File: src/rtl/sfx_pkg.sv
// Shared definitions for the SFX sequencer: step-word layout, effect ids,
// FSM state encoding and a step-word builder used by the effect table.
package sfx_pkg;

  localparam int STEP_W    = 26;
  localparam int LAST_BIT  = 25;
  localparam int NOISE_BIT = 24;
  localparam int DUR_MSB   = 23;
  localparam int DUR_LSB   = 16;
  localparam int ADD_MSB   = 15;
  localparam int ADD_LSB   = 0;

  localparam int SFX_LOCK   = 0;
  localparam int SFX_ROTATE = 1;
  localparam int SFX_LINE   = 2;
  localparam int SFX_OVER   = 3;

  typedef enum logic [1:0] {
    IDLE  = 2'd0,
    FETCH = 2'd1,
    PLAY  = 2'd2
  } state_t;

  function automatic logic [STEP_W-1:0] mk_step(input logic       last,
                                                input logic       noise,
                                                input logic [7:0] dur,
                                                input logic [15:0] add);
    return {last, noise, dur, add};
  endfunction

endpackage

File: src/rtl/sfx_rom.sv
// Effect step table, one registered read per cycle (1-cycle latency).
// Effect k lives at addresses k*8 .. k*8+7; unused slots read as zero.
module sfx_rom
  import sfx_pkg::*;
#(
  parameter int ADDR_W = 5
) (
  input  logic              i_clk,
  input  logic              i_res_n,
  input  logic [ADDR_W-1:0] i_addr,
  output logic [STEP_W-1:0] o_data
);

  logic [STEP_W-1:0] word;

  always_comb begin
    word = '0;
    case (i_addr)
      ADDR_W'(0):  word = mk_step(1'b1, 1'b1, 8'd3, 16'h0000);
      ADDR_W'(8):  word = mk_step(1'b1, 1'b0, 8'd2, 16'h2000);
      ADDR_W'(16): word = mk_step(1'b0, 1'b0, 8'd2, 16'h0F00);
      ADDR_W'(17): word = mk_step(1'b0, 1'b0, 8'd2, 16'h1400);
      ADDR_W'(18): word = mk_step(1'b1, 1'b0, 8'd4, 16'h1E00);
      default: begin
        // Game-over sweep: eight 1 ms steps with no last flag, ends on slot 7.
        if (i_addr[ADDR_W-1:3] == (ADDR_W-3)'(SFX_OVER))
          word = mk_step(1'b0, 1'b0, 8'd1, {4'h0, 1'b1, i_addr[2:0], 8'h00});
      end
    endcase
  end

  always_ff @(posedge i_clk or negedge i_res_n) begin
    if (!i_res_n) o_data <= '0;
    else          o_data <= word;
  end

endmodule

File: src/rtl/sfx_sequencer.sv
// Fixed-priority SFX scheduler: latches request pulses, launches the highest
// pending effect and walks its step table, driving the SFX DDS and gates.
module sfx_sequencer
  import sfx_pkg::*;
#(
  parameter int NUM_REQ = 4,
  parameter int STEPS   = 8,
  parameter int DUR_W   = 8,
  parameter bit DUCK_EN = 1'b1,
  localparam int IDW    = $clog2(NUM_REQ),
  localparam int SW     = $clog2(STEPS),
  localparam int ADDR_W = $clog2(NUM_REQ * STEPS)
) (
  input  logic               i_clk,
  input  logic               i_res_n,
  input  logic               i_tick_1ms,
  input  logic [NUM_REQ-1:0] i_req,
  output logic [15:0]        o_dds_add_val,
  output logic               o_tone_en,
  output logic               o_noise_en,
  output logic               o_busy,
  output logic [IDW-1:0]     o_active_id,
  output logic               o_bgm_duck,
  output state_t             o_dbg_state
);

  state_t             state_q, state_d;
  logic [NUM_REQ-1:0] pend_q, pend_d, pend_clr;
  logic [ADDR_W-1:0]  addr_q, addr_d;
  logic [DUR_W-1:0]   cnt_q, cnt_d;
  logic               last_q, last_d;
  logic [15:0]        add_q, add_d;
  logic               tone_q, tone_d, noise_q, noise_d;
  logic               busy_q, busy_d, duck_q, duck_d;
  logic [IDW-1:0]     id_q, id_d, sel;
  logic               pend_any, launch;
  logic [STEP_W-1:0]  rom_data;
  logic [DUR_W-1:0]   rom_dur;

  // The ROM is addressed with the next address so FETCH sees its word.
  sfx_rom #(.ADDR_W(ADDR_W)) u_rom (
    .i_clk  (i_clk),
    .i_res_n(i_res_n),
    .i_addr (addr_d),
    .o_data (rom_data)
  );

  assign rom_dur  = DUR_W'(rom_data[DUR_MSB:DUR_LSB]);
  assign pend_any = |pend_q;

  always_comb begin
    sel = '0;
    for (int i = 0; i < NUM_REQ; i++)
      if (pend_q[i]) sel = IDW'(i);
  end

  always_comb begin
    state_d  = state_q;
    pend_clr = '0;
    addr_d   = addr_q;
    cnt_d    = cnt_q;
    last_d   = last_q;
    add_d    = add_q;
    tone_d   = tone_q;
    noise_d  = noise_q;
    busy_d   = busy_q;
    id_d     = id_q;
    launch   = 1'b0;
    case (state_q)
      IDLE:        launch = pend_any;
      FETCH, PLAY: launch = pend_any && (sel >= id_q);
      default:     launch = 1'b0;
    endcase
    // Launch (fresh or preempting) wins over any step bookkeeping this cycle.
    if (launch) begin
      pend_clr[sel] = 1'b1;
      addr_d        = ADDR_W'(sel) << SW;
      id_d          = sel;
      busy_d        = 1'b1;
      state_d       = FETCH;
    end else begin
      case (state_q)
        FETCH: begin
          add_d   = rom_data[ADD_MSB:ADD_LSB];
          tone_d  = (rom_data[ADD_MSB:ADD_LSB] != 16'h0000);
          noise_d = rom_data[NOISE_BIT];
          last_d  = rom_data[LAST_BIT];
          cnt_d   = (rom_dur == '0) ? DUR_W'(1) : rom_dur;
          state_d = PLAY;
        end
        PLAY: begin
          if (i_tick_1ms) begin
            cnt_d = cnt_q - DUR_W'(1);
            if (cnt_q == DUR_W'(1)) begin
              if (last_q || (addr_q[SW-1:0] == SW'(STEPS - 1))) begin
                tone_d  = 1'b0;
                noise_d = 1'b0;
                busy_d  = 1'b0;
                state_d = IDLE;
              end else begin
                addr_d  = addr_q + ADDR_W'(1);
                state_d = FETCH;
              end
            end
          end
        end
        default: ;
      endcase
    end
    pend_d = (pend_q & ~pend_clr) | i_req;
    duck_d = DUCK_EN & busy_d;
  end

  always_ff @(posedge i_clk or negedge i_res_n) begin
    if (!i_res_n) begin
      state_q <= IDLE;
      pend_q  <= '0;
      addr_q  <= '0;
      cnt_q   <= '0;
      last_q  <= 1'b0;
      add_q   <= '0;
      tone_q  <= 1'b0;
      noise_q <= 1'b0;
      busy_q  <= 1'b0;
      duck_q  <= 1'b0;
      id_q    <= '0;
    end else begin
      state_q <= state_d;
      pend_q  <= pend_d;
      addr_q  <= addr_d;
      cnt_q   <= cnt_d;
      last_q  <= last_d;
      add_q   <= add_d;
      tone_q  <= tone_d;
      noise_q <= noise_d;
      busy_q  <= busy_d;
      duck_q  <= duck_d;
      id_q    <= id_d;
    end
  end

  assign o_dds_add_val = add_q;
  assign o_tone_en     = tone_q;
  assign o_noise_en    = noise_q;
  assign o_busy        = busy_q;
  assign o_bgm_duck    = duck_q;
  assign o_active_id   = id_q;
  assign o_dbg_state   = state_q;

endmodule

File: config.mk
export PLATFORM = sky130hd
export DESIGN_NAME = sfx_sequencer
export DESIGN_NICKNAME = d
export VERILOG_FILES = /design/src/rtl/sfx_pkg.sv /design/src/rtl/sfx_rom.sv /design/src/rtl/sfx_sequencer.sv
export SDC_FILE = /design/constraint.sdc
export NUM_CORES = 1
export LEC_CHECK = 0
export CORE_MARGIN = 3
export CORE_UTILIZATION = 50
export DETAILED_ROUTE_END_ITERATION = 10
export GPL_TIMING_DRIVEN = 0
export PLACE_DENSITY = 0.72
export SLEW_MARGIN = 0
export SYNTH_ARGS = -nofsm -noshare
export SYNTH_HDL_FRONTEND = slang
export SYNTH_SLANG_ARGS = --single-unit
File: constraint.sdc
create_clock -name i_clk -period 3.3 [get_ports i_clk]
set_input_delay 0.495 -clock i_clk [delete_from_list [all_inputs] [get_ports i_clk]]
set_output_delay 0.495 -clock i_clk [all_outputs]
set_load 0.02 [all_outputs]
After elaboration in Yosys (flattened, before gate mapping)
Index checks and enable logic that the tools add are counted.
{"block": "word_totals", "register_bits": 67, "latchBits": 0, "ramBits": 0, "mem_bits_ro": 0, "input_bits": 7, "output_inout_bits": 24, "word_cells": 83, "mem_count": 0}
{"block": "op_classes", "add_sub_neg": 2, "n_mul": 0, "div_mod_pow": 0, "n_lt_le_gt_ge": 3, "eq_ne": 14, "shifts": 0, "n_mux": 29, "bitwise": 4, "reduce_logical": 20}
{"op": "$pmux W26 S5", "n": 1}
{"op": "$mux W5", "n": 5}
{"op": "$mux W17", "n": 1}
{"op": "$mux W8", "n": 2}
{"op": "$pmux W8 S2", "n": 1}
{"op": "$reduce_bool A16 Y1", "n": 1}
{"op": "$eq A5 B5 Y1 const B", "n": 3}
{"op": "$mux W2", "n": 5}
{"op": "$reduce_bool A2 Y1", "n": 5}
{"op": "$eq A8 B1 Y1 const B", "n": 1}
{"op": "$logic_not A8 Y1", "n": 1}
{"op": "$mux W1", "n": 8}
{"op": "$sub A8 B1 Y8 const B", "n": 1}
{"op": "$ne A2 B2 Y1 const B", "n": 3}
{"op": "$ne A3 B3 Y1 const B", "n": 2}
{"op": "$pmux W1 S2", "n": 3}
{"op": "$reduce_and A3 Y1", "n": 2}
{"op": "$add A5 B1 Y5 const B", "n": 1}
{"op": "$eq A5 B4 Y1 const B", "n": 1}
{"op": "$logic_not A5 Y1", "n": 1}
{"op": "$reduce_and A5 Y1", "n": 1}
{"op": "$and A4 B4 Y4", "n": 1}
{"op": "$eq A2 B2 Y1 const B", "n": 2}
{"op": "$mux W4", "n": 1}
{"op": "18 further kinds", "n": 19}

Longest topological paths before layout
{"block": "logic_depth", "depth_word": 11, "mapped_depth": 10, "depth_no_buf": 9}

Hierarchy
Synthesis repeated with hierarchy kept, for this count alone.
{"block": "unflattened", "hier_cells": 251, "area_unflattened_um2": 2738.9}
{"module": "sfx_sequencer", "n_inst": 1, "cells_per_inst": 194, "area_per_inst_um2": 2145.8, "seq_area_each_um2": 1026.0}
{"module": "sfx_rom", "n_inst": 1, "cells_per_inst": 57, "area_per_inst_um2": 593.1, "seq_area_each_um2": 275.3}

Worst setup path after synthesis
No wires, ideal clock.
{"block": "synth_path", "kind": "reg-to-reg", "start": "register addr_q[1]", "end": "register u_rom.o_data[25]", "setup_time_ps": 95, "arrival_time_ps": 2383, "required_time_ps": 3205, "slack_ps": 822, "stages_incl_launch_ff": 9, "n_path_buf": 1, "synth_period_minus_slack_ps": 2478, "path_cell_list": "dfrtp_1 -> ha_1 -> ha_1 -> or4b_2 -> nor4_1 -> a211oi_2 -> or2_1 -> buf_4 -> o31ai_1"}
{"block": "synth_via", "elab_chain_len": 9, "word_cells_on_any_way": 14, "cone_classes": "add/sub (1); eq/ne (5); mux (6); reduce/logical (2)"}
{"item": "start: declaration", "line": "sfx_sequencer.sv:29", "source": "logic [ADDR_W-1:0] addr_q, addr_d;"}
{"item": "start signal: assignment", "line": "sfx_sequencer.sv:130", "source": "addr_q <= addr_d;"}
{"item": "parallel branches: the longest is 5 deep, another holds $add A5 B1 Y5"}
{"item": "$mux W5 (*)", "line": "sfx_sequencer.sv:82", "source": "case (state_q)"}
{"item": "$mux W5 (*)", "line": "sfx_sequencer.sv:75", "source": "if (launch) begin"}
{"item": "$eq A5 B5 Y1 (tied with other cells)", "line": "sfx_rom.sv:18", "source": "case (i_addr)"}
{"item": "$pmux W26 S5 (*)", "line": "sfx_rom.sv:18"}
{"item": "net u_rom.word[25]", "line": "sfx_rom.sv:14", "source": "logic [STEP_W-1:0] word;"}
{"item": "end signal: assignment", "line": "sfx_rom.sv:34", "source": "else o_data <= word;"}
{"item": "end: declaration", "line": "sfx_rom.sv:11", "source": "output logic [STEP_W-1:0] o_data"}
Mark *: on every way through the listed nets, which the timed path passes.
A chain may end at the register's enable or synchronous reset.

Final worst setup path
{"block": "layout_path", "start": "register pend_q[3]", "end": "register add_q[10], in the netlist o_dds_add_val[10]"}
{"block": "layout_via", "elab_chain_len": 6, "word_cells_on_any_way": 7, "cone_classes": "order compare (1); mux (2); bitwise (1); reduce/logical (3)"}
{"item": "start: declaration", "line": "sfx_sequencer.sv:28", "source": "logic [NUM_REQ-1:0] pend_q, pend_d, pend_clr;"}
{"item": "start signal: assignment", "line": "sfx_sequencer.sv:129", "source": "pend_q <= pend_d;"}
{"item": "$mux W2", "line": "sfx_sequencer.sv:54", "source": "if (pend_q[i]) sel = IDW'(i);"}
{"item": "net sel[1]", "line": "sfx_sequencer.sv:35", "source": "logic [IDW-1:0] id_q, id_d, sel;"}
{"item": "$ge A2 B2 Y1", "line": "sfx_sequencer.sv:71", "source": "FETCH, PLAY: launch = pend_any && (sel >= id_q);"}
{"item": "$logic_and A1 B1 Y1", "line": "sfx_sequencer.sv:71"}
{"item": "$pmux W1 S2", "line": "sfx_sequencer.sv:69", "source": "case (state_q)"}
{"item": "$not A1 Y1 (no source line)"}
{"item": "$reduce_and A2 Y1 (no source line)"}
{"item": "end signal: assignment", "line": "sfx_sequencer.sv:121", "source": "add_q <= '0;"}
{"item": "end signal: assignment", "line": "sfx_sequencer.sv:133", "source": "add_q <= add_d;"}
{"item": "end: declaration", "line": "sfx_sequencer.sv:32", "source": "logic [15:0] add_q, add_d;"}
The timed path passes the listed nets, and every way through them passes these cells.

==> flow_summary.toml <==
[outcome]
outcome = "completed"

[final_layout]
fillerInstances = 360
drive_above_1_share_pct = 15.8
finalNetCount = 283
final_core_util_pct = 63.6
diodes = 0
synthToLayoutAreaGrowth_pct = 17.1
final_area_mm2 = 0.00267

[sta]
grt_setup_unrepaired = "no"
relSlewSlack_pct = 58.7
period_needed_ps = 2930
max_freq_mhz = 341
tns_ps = 0
finalSetupViolations = 0
fin_worst_skew_ps = 6.37
drv_slew = 0
worst_pin_slew_ps = 614
hold_viol_final = 0
period_share_pct = 88.8

[pwr]
switching_share_pct = 22.4
power_frac_comb_pct = 4.5
clockPowerShare_pct = 36.2
p_sw_w = 0.000194
p_int_w = 0.000673
p_leak_nw = 1.25
seqPwrFrac_pct = 59.3
power.density_mw_per_mm2 = 324
total_power_w = 0.000867
irDropWorstVdd_v = 0.000320

[yosys]
ys_seq_elements = 42
synth_area_mm2 = 0.00228
synth_ff_type = "dfrtp_1"
syn_inst = 229
synth-edff-count = 0
synth-seq-area-share_pct = 46.0
async_flop_share_pct = 100
yosys_warnings = 0
syn_avg_cell_area_um2 = 9.97
ys_types = 50

[clock_network]
clk_pin_slew_worst_paths_ps = 80
cts_setup_buffers = 0
cts_root_buf = "clkbuf_8"
cts_tree = "done"
htreeDepth = 2
cts_buffer_depth = 2
cts_buffers = 5
cts_sinks = 42
clk_latency_ps = 290
cts_hold_buffers = 0
post_cts_resized = 0

[global_route]
first_global_vias = 1656
overflow = 0
grt_start_max_net_pins = 33
antenna_found_initial = 0
grt_pass1_wl_um = 7800
track_usage_pct = 18.6

[floorplan]
ios = 31
core_mm2 = 0.00420
start_util_pct = 54.3
rows = 23
die-height_um = 73.6
die_x_um = 73.6
dieArea_mm2 = 0.00541

[run]
max_cap_violations = 0

[placed_design]
port_buffers = 20
dpl_cell_area_mm2 = 0.00259
place_congestion = 0.870
dpl.hpwl_um = 3500

[setup_path]
rr_endpoint = "o_dds_add_val[10]"
path_max_fanout = 9
setup.worst_path.class = "flip-flop to flip-flop"
cp_cell_sequence = "nor2_1 -> inv_1 -> ha_1 -> nand2_1 -> o21ai_0 -> nand2_1 -> and2_1 -> clkbuf_1 -> mux2_2"
critPathMostFrequentCell = "nand2_1"
max_stage_delay_ps = 490
crit_required_ps = 3470
crit_path_end_kind = "flip-flop"
rrSetupSlack_ps = 370
r2r_cells = 9
cpMaxStageDelayCell = "o21ai_0"
cp-start-kind = "flip-flop"
r2r-start = "pend_q[3]"
critical_path_arrival_ps = 3100

[drt]
first_pass_iters = 4
drtIter0Drc = 107
detail_route.wl_per_cell_um = 14.2
vias_per_cell = 5.66
drt_wl_total_um = 4500
drc = 0
drtAntennaViolNets = 0
vias = 1787

[min_path]
hold_class = "primary input to async pin"
critical path: cells and delay by family (launching register included):
family                   cells  cell delay, ps
AND/OR/NAND/NOR              4             990
adder cells (fa/ha/maj)      1             290
multiplexers                 1             320
flip-flops                   1             410
AO/OA/AOI/OAI                1             490
buffers and inverters        2             320
layout by cell type (no fill, tap or decap), types with 4 or more instances in the layout:
cell and instances:
dfrtp_1 42, nor3_1 6, conb_1 10, a21oi_1 11
ha_1 10, clkbuf_1 7, or3_1 7, a211oi_1 4
nand3_1 4, nor2_1 18, or4_1 4, clkdlybuf4s50_1 19
clkbuf_8 5, nand2_1 13, o21ai_0 10, inv_1 11
o31ai_1 6, mux2_2 8, buf_4 12
through the flow:
stage                     cells  setup WS, ps  hold WS, ps
after floorplan             238           822          199
after global placement      308           506          458
after detailed placement    309           387          392
after CTS                   316           358         79.8
after global routing        316          85.0         81.4
final                       316           370         71.4
area by class of cell:
class / instances / area (µm²) / area share, %
inverters: 13 / 48.8 / 1.82
repair buffers: 21 / 215 / 8.05
clock buffers: 5 / 68.8 / 2.57
plain buffers: 21 / 126 / 4.73
well taps: 50 / 62.6 / 2.34
multi-input cells: 162 / 1090 / 40.8
flip-flops and latches: 42 / 1050 / 39.3
clock inverters: 2 / 10.0 / 0.374
power groups by stage:
stage	Sequential (W)	Combinational, W	Clock, W
floorplan	0.000525	0.0000194	0
global route	0.000514	0.0000430	0.000339
CTS	0.000514	0.0000398	0.000320
global placement	0.000524	0.0000375	0
finish	0.000514	0.0000391	0.000314
detailed placement	0.000524	0.0000398	0
state kept, by name (all words and copies together), names as in the netlist:
signal and count:
o_tone_en 1, pend_q 4, last_q 1, o_dds_add_val 6, o_bgm_duck 1, o_noise_en 1, o_active_id 2, cnt_q 8
addr_q 5, o_dbg_state 2, u_rom.o_data 11
cell usage after synthesis (all sizes together) (3+ instances only):
cell type / n / area [µm²]
nor2: 18 / 67.6
mux2: 8 / 90.1
nor3: 6 / 30.0
a22oi: 3 / 27.5
inv: 13 / 48.8
clkbuf: 7 / 26.3
nand2b: 3 / 18.8
nor4: 3 / 18.8
nand3: 4 / 20.0
a211oi: 5 / 42.5
or4: 4 / 30.0
dfrtp: 42 / 1050
mux2i: 3 / 30.0
or2: 4 / 25.0
buf: 14 / 100
a21o: 3 / 22.5
or3: 7 / 43.8
o31ai: 6 / 45.0
o21ai: 10 / 50.1
nand2: 13 / 48.8
ha: 10 / 125
a21oi: 11 / 55.1
cell families (layout without fill, tap and decap cells):
| family | after synthesis | after routing | share of synthesized area (%) |
|---|---|---|---|
| and+or+nand+nor | 79 | 79 | 19.1 |
| AOI/OAI and AO/OA | 52 | 52 | 16.3 |
| DFF | 42 | 42 | 46.0 |
| buffers and inverters | 34 | 62 | 7.67 |
| muxes | 11 | 11 | 5.26 |
| adders and majority gates | 10 | 10 | 5.48 |
| other | 1 | 10 | 0.164 |
per-layer routing:
metal	up-vias	track usage [%]	routed length, µm
met5	-	0	0
met4	0	6.24	40
met3	4	3.69	293
met2	59	28.9	2170
met1	845	25.8	1990
li1	879	-	-
how the worst max path moves through the flow:
stage | startpoint | endpoint | slack, ps | cells past startpoint
2_1_floorplan | addr_q[1] | u_rom.o_data[25] | 820 | 8
3_3_place_gp | pend_q[3] | o_dds_add_val[12] | 510 | 9
3_5_place_dp | pend_q[3] | o_dds_add_val[10] | 390 | 9
4_1_cts | pend_q[3] | o_dds_add_val[10] | 360 | 9
5_1_grt | pend_q[3] | last_q | 90 | 9
6_report | pend_q[3] | o_dds_add_val[10] | 370 | 9
(Power assumes the default switching activity.)
